File: config.mk
export PLATFORM = sky130hd
export DESIGN_NAME = gcm_rx_verify_flat
export DESIGN_NICKNAME = d
export VERILOG_FILES = /design/src/rtl/gcm_rx_verify_if.sv /design/src/rtl/gcm_rx_verify.sv /design/src/flat_wrapper.sv
export SDC_FILE = /design/constraint.sdc
export NUM_CORES = 1
export LEC_CHECK = 0
export ABC_AREA = 0
export CORE_AREA = 2 2 429 431
export CTS_BUF_LIST = sky130_fd_sc_hd__clkbuf_2
export CTS_CLUSTER_SIZE = 8
export DETAILED_ROUTE_END_ITERATION = 7
export DIE_AREA = 0 0 431 433
export DONT_BUFFER_PORTS = 1
export PLACE_DENSITY = 0.61
export SKIP_CTS_REPAIR_TIMING = 1
export SLEW_MARGIN = 0
export SYNTH_ARGS = -nofsm -noshare
export SYNTH_HDL_FRONTEND = slang
export SYNTH_SLANG_ARGS = --single-unit
File: constraint.sdc
create_clock -name clk -period 40.8 [get_ports clk]
set_input_delay 2.04 -clock clk [delete_from_list [all_inputs] [get_ports clk]]
set_output_delay 2.04 -clock clk [all_outputs]
set_load 0.01 [all_outputs]
File: src/rtl/gcm_rx_verify_if.sv
// Core-side and downstream signals of the GCM receive release gate.
// The master drives the i_* signals; the slave (the gate) drives the o_* signals.
interface gcm_rx_verify_if #(
    parameter int BYPASS_W = 289
);
    logic                i_new;
    logic                i_cp_ready;
    logic [0:127]        i_plain_text;
    logic [BYPASS_W-1:0] i_bypass_text;
    logic                i_tag_ready;
    logic [0:127]        i_tag;
    logic [0:127]        i_rx_tag;
    logic                i_out_ready;
    logic                o_valid;
    logic [0:127]        o_plain_text;
    logic [BYPASS_W-1:0] o_bypass_text;
    logic                o_auth_ok;
    logic                o_auth_fail;
    logic                o_done;
    logic                o_busy;

    modport master (
        output i_new, i_cp_ready, i_plain_text, i_bypass_text,
               i_tag_ready, i_tag, i_rx_tag, i_out_ready,
        input  o_valid, o_plain_text, o_bypass_text,
               o_auth_ok, o_auth_fail, o_done, o_busy
    );

    modport slave (
        input  i_new, i_cp_ready, i_plain_text, i_bypass_text,
               i_tag_ready, i_tag, i_rx_tag, i_out_ready,
        output o_valid, o_plain_text, o_bypass_text,
               o_auth_ok, o_auth_fail, o_done, o_busy
    );
endinterface

File: src/rtl/gcm_rx_verify.sv
// Receive-side release gate for AES-GCM: buffers decrypted blocks until the tag
// check resolves, then releases them on a match or drops them on a mismatch.
//
// state   | meaning
// IDLE    | no message; block and tag strobes ignored
// COLLECT | buffering blocks, waiting for the tag compare
// RELEASE | tag matched; draining the FIFO downstream
module gcm_rx_verify #(
    parameter int DEPTH    = 4,
    parameter int BYPASS_W = 289
) (
    input  logic            clk,
    input  logic            rst_n,
    gcm_rx_verify_if.slave  bus
);
    localparam int PW = $clog2(DEPTH);
    localparam int CW = $clog2(DEPTH + 1);
    localparam logic [PW-1:0] PTR_ONE = PW'(1);
    localparam logic [CW-1:0] CNT_ONE = CW'(1);
    localparam logic [CW-1:0] CNT_MAX = CW'(DEPTH);

    typedef enum logic [1:0] {IDLE, COLLECT, RELEASE} state_t;

    state_t              state_q;
    logic [PW-1:0]       wr_ptr_q;
    logic [PW-1:0]       rd_ptr_q;
    logic [CW-1:0]       count_q;
    logic                ovf_q;
    logic                auth_ok_q;
    logic                auth_fail_q;
    logic                done_q;

    logic [0:127]        mem_pt_q [DEPTH];
    logic [BYPASS_W-1:0] mem_bp_q [DEPTH];

    logic                collect;
    logic                has_room;
    logic                wr_en;
    logic [PW-1:0]       wr_idx;
    logic                ovf_hit;
    logic                xfer;
    logic                tags_eq;
    logic [CW-1:0]       cnt_after_wr;
    logic                rd_valid;

    assign collect      = (state_q == COLLECT);
    assign has_room     = (count_q != CNT_MAX);
    // A block arriving with i_new becomes entry 0 of the new message.
    assign wr_en        = bus.i_cp_ready && (bus.i_new || (collect && has_room));
    assign wr_idx       = bus.i_new ? '0 : wr_ptr_q;
    assign ovf_hit      = collect && bus.i_cp_ready && !has_room && !bus.i_new;
    assign rd_valid     = (state_q == RELEASE) && (count_q != '0);
    assign xfer         = rd_valid && bus.i_out_ready;
    assign tags_eq      = (bus.i_tag == bus.i_rx_tag);
    assign cnt_after_wr = wr_en ? count_q + CNT_ONE : count_q;

    always_ff @(posedge clk) begin
        if (wr_en) begin
            mem_pt_q[wr_idx] <= bus.i_plain_text;
            mem_bp_q[wr_idx] <= bus.i_bypass_text;
        end
    end

    always_ff @(posedge clk or negedge rst_n) begin
        if (!rst_n) begin
            state_q     <= IDLE;
            wr_ptr_q    <= '0;
            rd_ptr_q    <= '0;
            count_q     <= '0;
            ovf_q       <= 1'b0;
            auth_ok_q   <= 1'b0;
            auth_fail_q <= 1'b0;
            done_q      <= 1'b0;
        end else begin
            auth_ok_q   <= 1'b0;
            auth_fail_q <= 1'b0;
            done_q      <= 1'b0;
            if (bus.i_new) begin
                state_q  <= COLLECT;
                rd_ptr_q <= '0;
                ovf_q    <= 1'b0;
                wr_ptr_q <= bus.i_cp_ready ? PTR_ONE : '0;
                count_q  <= bus.i_cp_ready ? CNT_ONE : '0;
            end else begin
                case (state_q)
                    COLLECT: begin
                        if (wr_en) begin
                            wr_ptr_q <= wr_ptr_q + PTR_ONE;
                            count_q  <= cnt_after_wr;
                        end
                        if (ovf_hit) ovf_q <= 1'b1;
                        if (bus.i_tag_ready) begin
                            if (tags_eq && !ovf_q && !ovf_hit) begin
                                auth_ok_q <= 1'b1;
                                if (cnt_after_wr == '0) begin
                                    done_q  <= 1'b1;
                                    state_q <= IDLE;
                                end else begin
                                    state_q <= RELEASE;
                                end
                            end else begin
                                auth_fail_q <= 1'b1;
                                wr_ptr_q    <= '0;
                                rd_ptr_q    <= '0;
                                count_q     <= '0;
                                ovf_q       <= 1'b0;
                                state_q     <= IDLE;
                            end
                        end
                    end
                    RELEASE: begin
                        if (xfer) begin
                            rd_ptr_q <= rd_ptr_q + PTR_ONE;
                            count_q  <= count_q - CNT_ONE;
                            if (count_q == CNT_ONE) begin
                                done_q  <= 1'b1;
                                state_q <= IDLE;
                            end
                        end
                    end
                    default: ;
                endcase
            end
        end
    end

    // Data is forced to zero whenever nothing is offered so stale or
    // unauthenticated entries are never visible on the output.
    assign bus.o_valid       = rd_valid;
    assign bus.o_plain_text  = rd_valid ? mem_pt_q[rd_ptr_q] : '0;
    assign bus.o_bypass_text = rd_valid ? mem_bp_q[rd_ptr_q] : '0;
    assign bus.o_auth_ok     = auth_ok_q;
    assign bus.o_auth_fail   = auth_fail_q;
    assign bus.o_done        = done_q;
    assign bus.o_busy        = (state_q != IDLE);
endmodule

File: src/flat_wrapper.sv
// flat-port wrapper written by rule: the top's interface ports become plain ports
module gcm_rx_verify_flat 
#(
    parameter int DEPTH    = 4,
    parameter int BYPASS_W = 289
)
  (clk, rst_n, bus_i_new, bus_i_cp_ready, bus_i_plain_text, bus_i_bypass_text, bus_i_tag_ready, bus_i_tag, bus_i_rx_tag, bus_i_out_ready, bus_o_valid, bus_o_plain_text, bus_o_bypass_text, bus_o_auth_ok, bus_o_auth_fail, bus_o_done, bus_o_busy);
  gcm_rx_verify_if #(.BYPASS_W(BYPASS_W)) bus_i ();
  input  logic clk;
  input  logic rst_n;
  input wire logic [$bits(bus_i.i_new)-1:0] bus_i_new;
  input wire logic [$bits(bus_i.i_cp_ready)-1:0] bus_i_cp_ready;
  input wire logic [$bits(bus_i.i_plain_text)-1:0] bus_i_plain_text;
  input wire logic [$bits(bus_i.i_bypass_text)-1:0] bus_i_bypass_text;
  input wire logic [$bits(bus_i.i_tag_ready)-1:0] bus_i_tag_ready;
  input wire logic [$bits(bus_i.i_tag)-1:0] bus_i_tag;
  input wire logic [$bits(bus_i.i_rx_tag)-1:0] bus_i_rx_tag;
  input wire logic [$bits(bus_i.i_out_ready)-1:0] bus_i_out_ready;
  output wire logic [$bits(bus_i.o_valid)-1:0] bus_o_valid;
  output wire logic [$bits(bus_i.o_plain_text)-1:0] bus_o_plain_text;
  output wire logic [$bits(bus_i.o_bypass_text)-1:0] bus_o_bypass_text;
  output wire logic [$bits(bus_i.o_auth_ok)-1:0] bus_o_auth_ok;
  output wire logic [$bits(bus_i.o_auth_fail)-1:0] bus_o_auth_fail;
  output wire logic [$bits(bus_i.o_done)-1:0] bus_o_done;
  output wire logic [$bits(bus_i.o_busy)-1:0] bus_o_busy;
  assign bus_i.i_new = bus_i_new;
  assign bus_i.i_cp_ready = bus_i_cp_ready;
  assign bus_i.i_plain_text = bus_i_plain_text;
  assign bus_i.i_bypass_text = bus_i_bypass_text;
  assign bus_i.i_tag_ready = bus_i_tag_ready;
  assign bus_i.i_tag = bus_i_tag;
  assign bus_i.i_rx_tag = bus_i_rx_tag;
  assign bus_i.i_out_ready = bus_i_out_ready;
  assign bus_o_valid = bus_i.o_valid;
  assign bus_o_plain_text = bus_i.o_plain_text;
  assign bus_o_bypass_text = bus_i.o_bypass_text;
  assign bus_o_auth_ok = bus_i.o_auth_ok;
  assign bus_o_auth_fail = bus_i.o_auth_fail;
  assign bus_o_done = bus_i.o_done;
  assign bus_o_busy = bus_i.o_busy;
  gcm_rx_verify #(.DEPTH(DEPTH), .BYPASS_W(BYPASS_W)) u_core (.clk(clk), .rst_n(rst_n), .bus(bus_i));
endmodule
==> metrics.yaml <==
status:
  status: "completed"
yosys:
  synth_ff_type: "edfxtp_1"
  synth-edff-count: 1668
  ys_seq_elements: 1681
  ys_seq_area_share_pct: 77.4
  ys_types: 49
  syn-cell-area_mm2: 0.0651
  synth_fp_nets: 3621
  netlist_instances: 2935
  ys_async_sr_fraction_pct: 0.773
  avgSynthCellArea_um2: 22.2
  synth_warnings: 0
floorplan:
  start_util_pct: 35.7
  rows: 157
  coreArea_mm2: 0.182
  die_h_um: 433
  dieWidth_um: 431
  ios: 1101
  die_area_mm2: 0.187
placed_design:
  dpl-instance-area_mm2: 0.0679
  dp_hpwl_um: 119000
  gp_congestion: 0.877
  io_buffers: 0
  pre_cts_ws_ns: 33.80
sta:
  tightest_slew_ns: 1.28
  finalHoldViolations: 0
  slew_viol_final: 0
  skew_ns: 0.256
  whs_ns: 0.274
  period_share_pct: 21.3
  clock.fmax_mhz: 115
  worst_slack_ns: 32.10
  fin_tns_setup_ns: 0
  slew_headroom_pct: 15.0
  setup_violations: 0
  rsz0062_at_grt: "no"
  period_needed_ns: 8.70
pwr:
  swShare_pct: 23.2
  p_comb_share_pct: 3.1
  power_density_mw_per_mm2: 43.6
  pwr-share-seq_pct: 62.5
  ir_worst_vdd_mv: 0.0355
  p_leak_nw: 22.8
  pwr-share-clk_pct: 34.5
  internal-power_mw: 2.42
  p_sw_mw: 0.731
layout:
  layout.cells.most_common: "edfxtp_1"
  final_nets: 4012
  drive_gt1_share_pct: 30.7
  layout_common_cells: "edfxtp_1 (1668), clkbuf_2 (600), and2_1 (418), mux4_2 (417), xor2_1 (107)"
  design_area_mm2: 0.0721
  area_growth_pct: 10.8
  n_fill_cell: 16365
clocking:
  tritoncts: "yes"
  cts.sinks: 1681
  h-tree-depth: 5
  clock_path_buffers: 4
  cts_root_buf: "clkbuf_2"
  clk_latency_ns: 1.90
  cts_buffers: 431
  cts.clk_slew.worst_paths_ns: 0.11
route:
  ant_nets: 0
  drc: 0
  wl_per_cell_um: 29.6
  first_iter_violations: 2629
  drt_wl_total_um: 178000
  via_per_inst: 5.18
  routed-via-count: 31191
  drt_pass1_iterations: 5
worst_hold_path:
  min_path_type: "primary input to flop"
  hp-start: "bus_i_bypass_text[104]"
critical_path:
  r2r-start: "u_core.count_q[0]"
  critPathRequiredTime_ns: 38.76
  end_kind: "output pin"
  cp-startpoint: "u_core.rd_ptr_q[1]"
  crit_path_start_kind: "flop"
  crit_type: "flop to output pin"
  cp_max_fo: 54
  critPathArrivalTime_ns: 6.66
global_route:
  grt_use_total_pct: 18.5
  grt_pass1_vias: 32515
  gr-total-overflow: 0
  grt_start_max_net_pins: 132
  antenna_found_initial: 23
  grt_pass1_wl_um: 243000
flow_run:
  maxCapViolations: 0
-- final timing paths --
check | to | slack [ns] | cells after the start
min in group asynchronous | u_core.wr_ptr_q[1] | 0.84 | 1
max in group asynchronous | u_core.rd_ptr_q[0] | 39.37 | 1
min | u_core.mem_bp_q[1][104] | 0.27 | 0
max reg2reg | u_core.mem_bp_q[1][110] | 35.44 | 10
min reg2reg | u_core.state_q[1] | 0.54 | 1
max | bus_o_bypass_text[63] | 32.10 | 6
-- Yosys cell counts (2+ instances only) --
cell / count / area, um^2
nand2b_1: 9 / 56.3
nor4_1: 25 / 156
o2111a_1: 3 / 33.8
a21oi_1: 7 / 35.0
o2bb2ai_1: 3 / 26.3
a31oi_1: 3 / 18.8
o21ai_0: 6 / 30.0
edfxtp_1: 1668 / 50100
mux4_2: 417 / 9390
nand4_1: 10 / 62.6
buf_2: 42 / 210
nand3_1: 4 / 20.0
nor3_1: 7 / 35.0
ha_1: 7 / 87.6
xor2_1: 107 / 937
nand2_1: 9 / 33.8
dfrtp_1: 13 / 325
xnor2_1: 12 / 105
and2_1: 418 / 2620
nor2b_1: 4 / 25.0
nor2_1: 15 / 56.3
nor4_2: 5 / 62.6
inv_1: 15 / 56.3
buf_1: 15 / 56.3
clkbuf_1: 86 / 323
a211oi_1: 2 / 15.0
-- cells by family (layout without fill, tap and decap cells) --
group | after synthesis | in the layout | share of synthesized area, %
AND/OR/NAND/NOR | 509 | 509 | 4.85
AO/OA/AOI/OAI | 40 | 40 | 0.498
XOR/XNOR | 119 | 119 | 1.60
multiplexers | 419 | 419 | 14.5
flip-flops | 1681 | 1681 | 77.4
other | 0 | 33 | 0
buffers and inverters | 160 | 831 | 1.01
adder cells (fa/ha/maj) | 7 | 7 | 0.135
-- power groups by stage --
| stage | clock, mW | sequential (mW) | combinational (mW) |
|---|---|---|---|
| 2_1_floorplan | 0 | 2.05 | 0.0597 |
| 5_1_grt | 1.20 | 1.97 | 0.103 |
| 6_report | 1.09 | 1.97 | 0.0967 |
| 4_1_cts | 1.12 | 1.97 | 0.0920 |
| 3_5_place_dp | 0 | 2.01 | 0.0917 |
| 3_3_place_gp | 0 | 2.00 | 0.0910 |
-- area by class of cell --
cell class / instances / area, um^2 / area share (%)
diodes: 33 / 82.6 / 0.114
repair buffers: 102 / 963 / 1.34
multi-input cells: 1094 / 14100 / 19.5
clock buffers: 600 / 3000 / 4.16
clock inverters: 113 / 582 / 0.806
well taps: 2385 / 2980 / 4.14
inverters: 16 / 60.1 / 0.0832
flip-flops and latches: 1681 / 50400 / 69.9
-- layer usage --
| layer | GRT usage (%) | share of wire [%] | vias up |
|---|---|---|---|
| met1 | 19.5 | 34 | 16231 |
| met5 | 0 | 0 | - |
| li1 | - | - | 13029 |
| met2 | 31.5 | 52 | 1554 |
| met4 | 10.6 | 5.3 | 0 |
| met3 | 7.27 | 9.2 | 377 |
-- sequential cells by signal, summed over array words and instances (netlist names) --
name / cells
u_core.wr_ptr_q: 2
u_core.count_q: 3
u_core.mem_pt_q: 512
u_core.mem_bp_q: 1156
u_core.bus.o_done: 1
u_core.ovf_q: 1
u_core.state_q: 2
u_core.rd_ptr_q: 2
u_core.bus.o_auth_ok: 1
u_core.bus.o_auth_fail: 1
-- stage by stage --
stage               util, %  power [mW]  std cells
floorplan                 -        2.11       2935
global placement       37.3        2.10       5224
detailed placement     37.3        2.10       5224
CTS                    39.3        3.18       5937
global route           39.6        3.28       6023
finish                 39.6        3.15       6024
-- worst max-delay path: stages, from the launching register on --
cell and delay [ns]:
dfrtp_4 0.91, buf_4 0.73, buf_4 0.79, buf_4 0.81
buf_4 0.79, mux4_2 0.42, and2_1 0.24
Power figures use the tool's default switching activity.
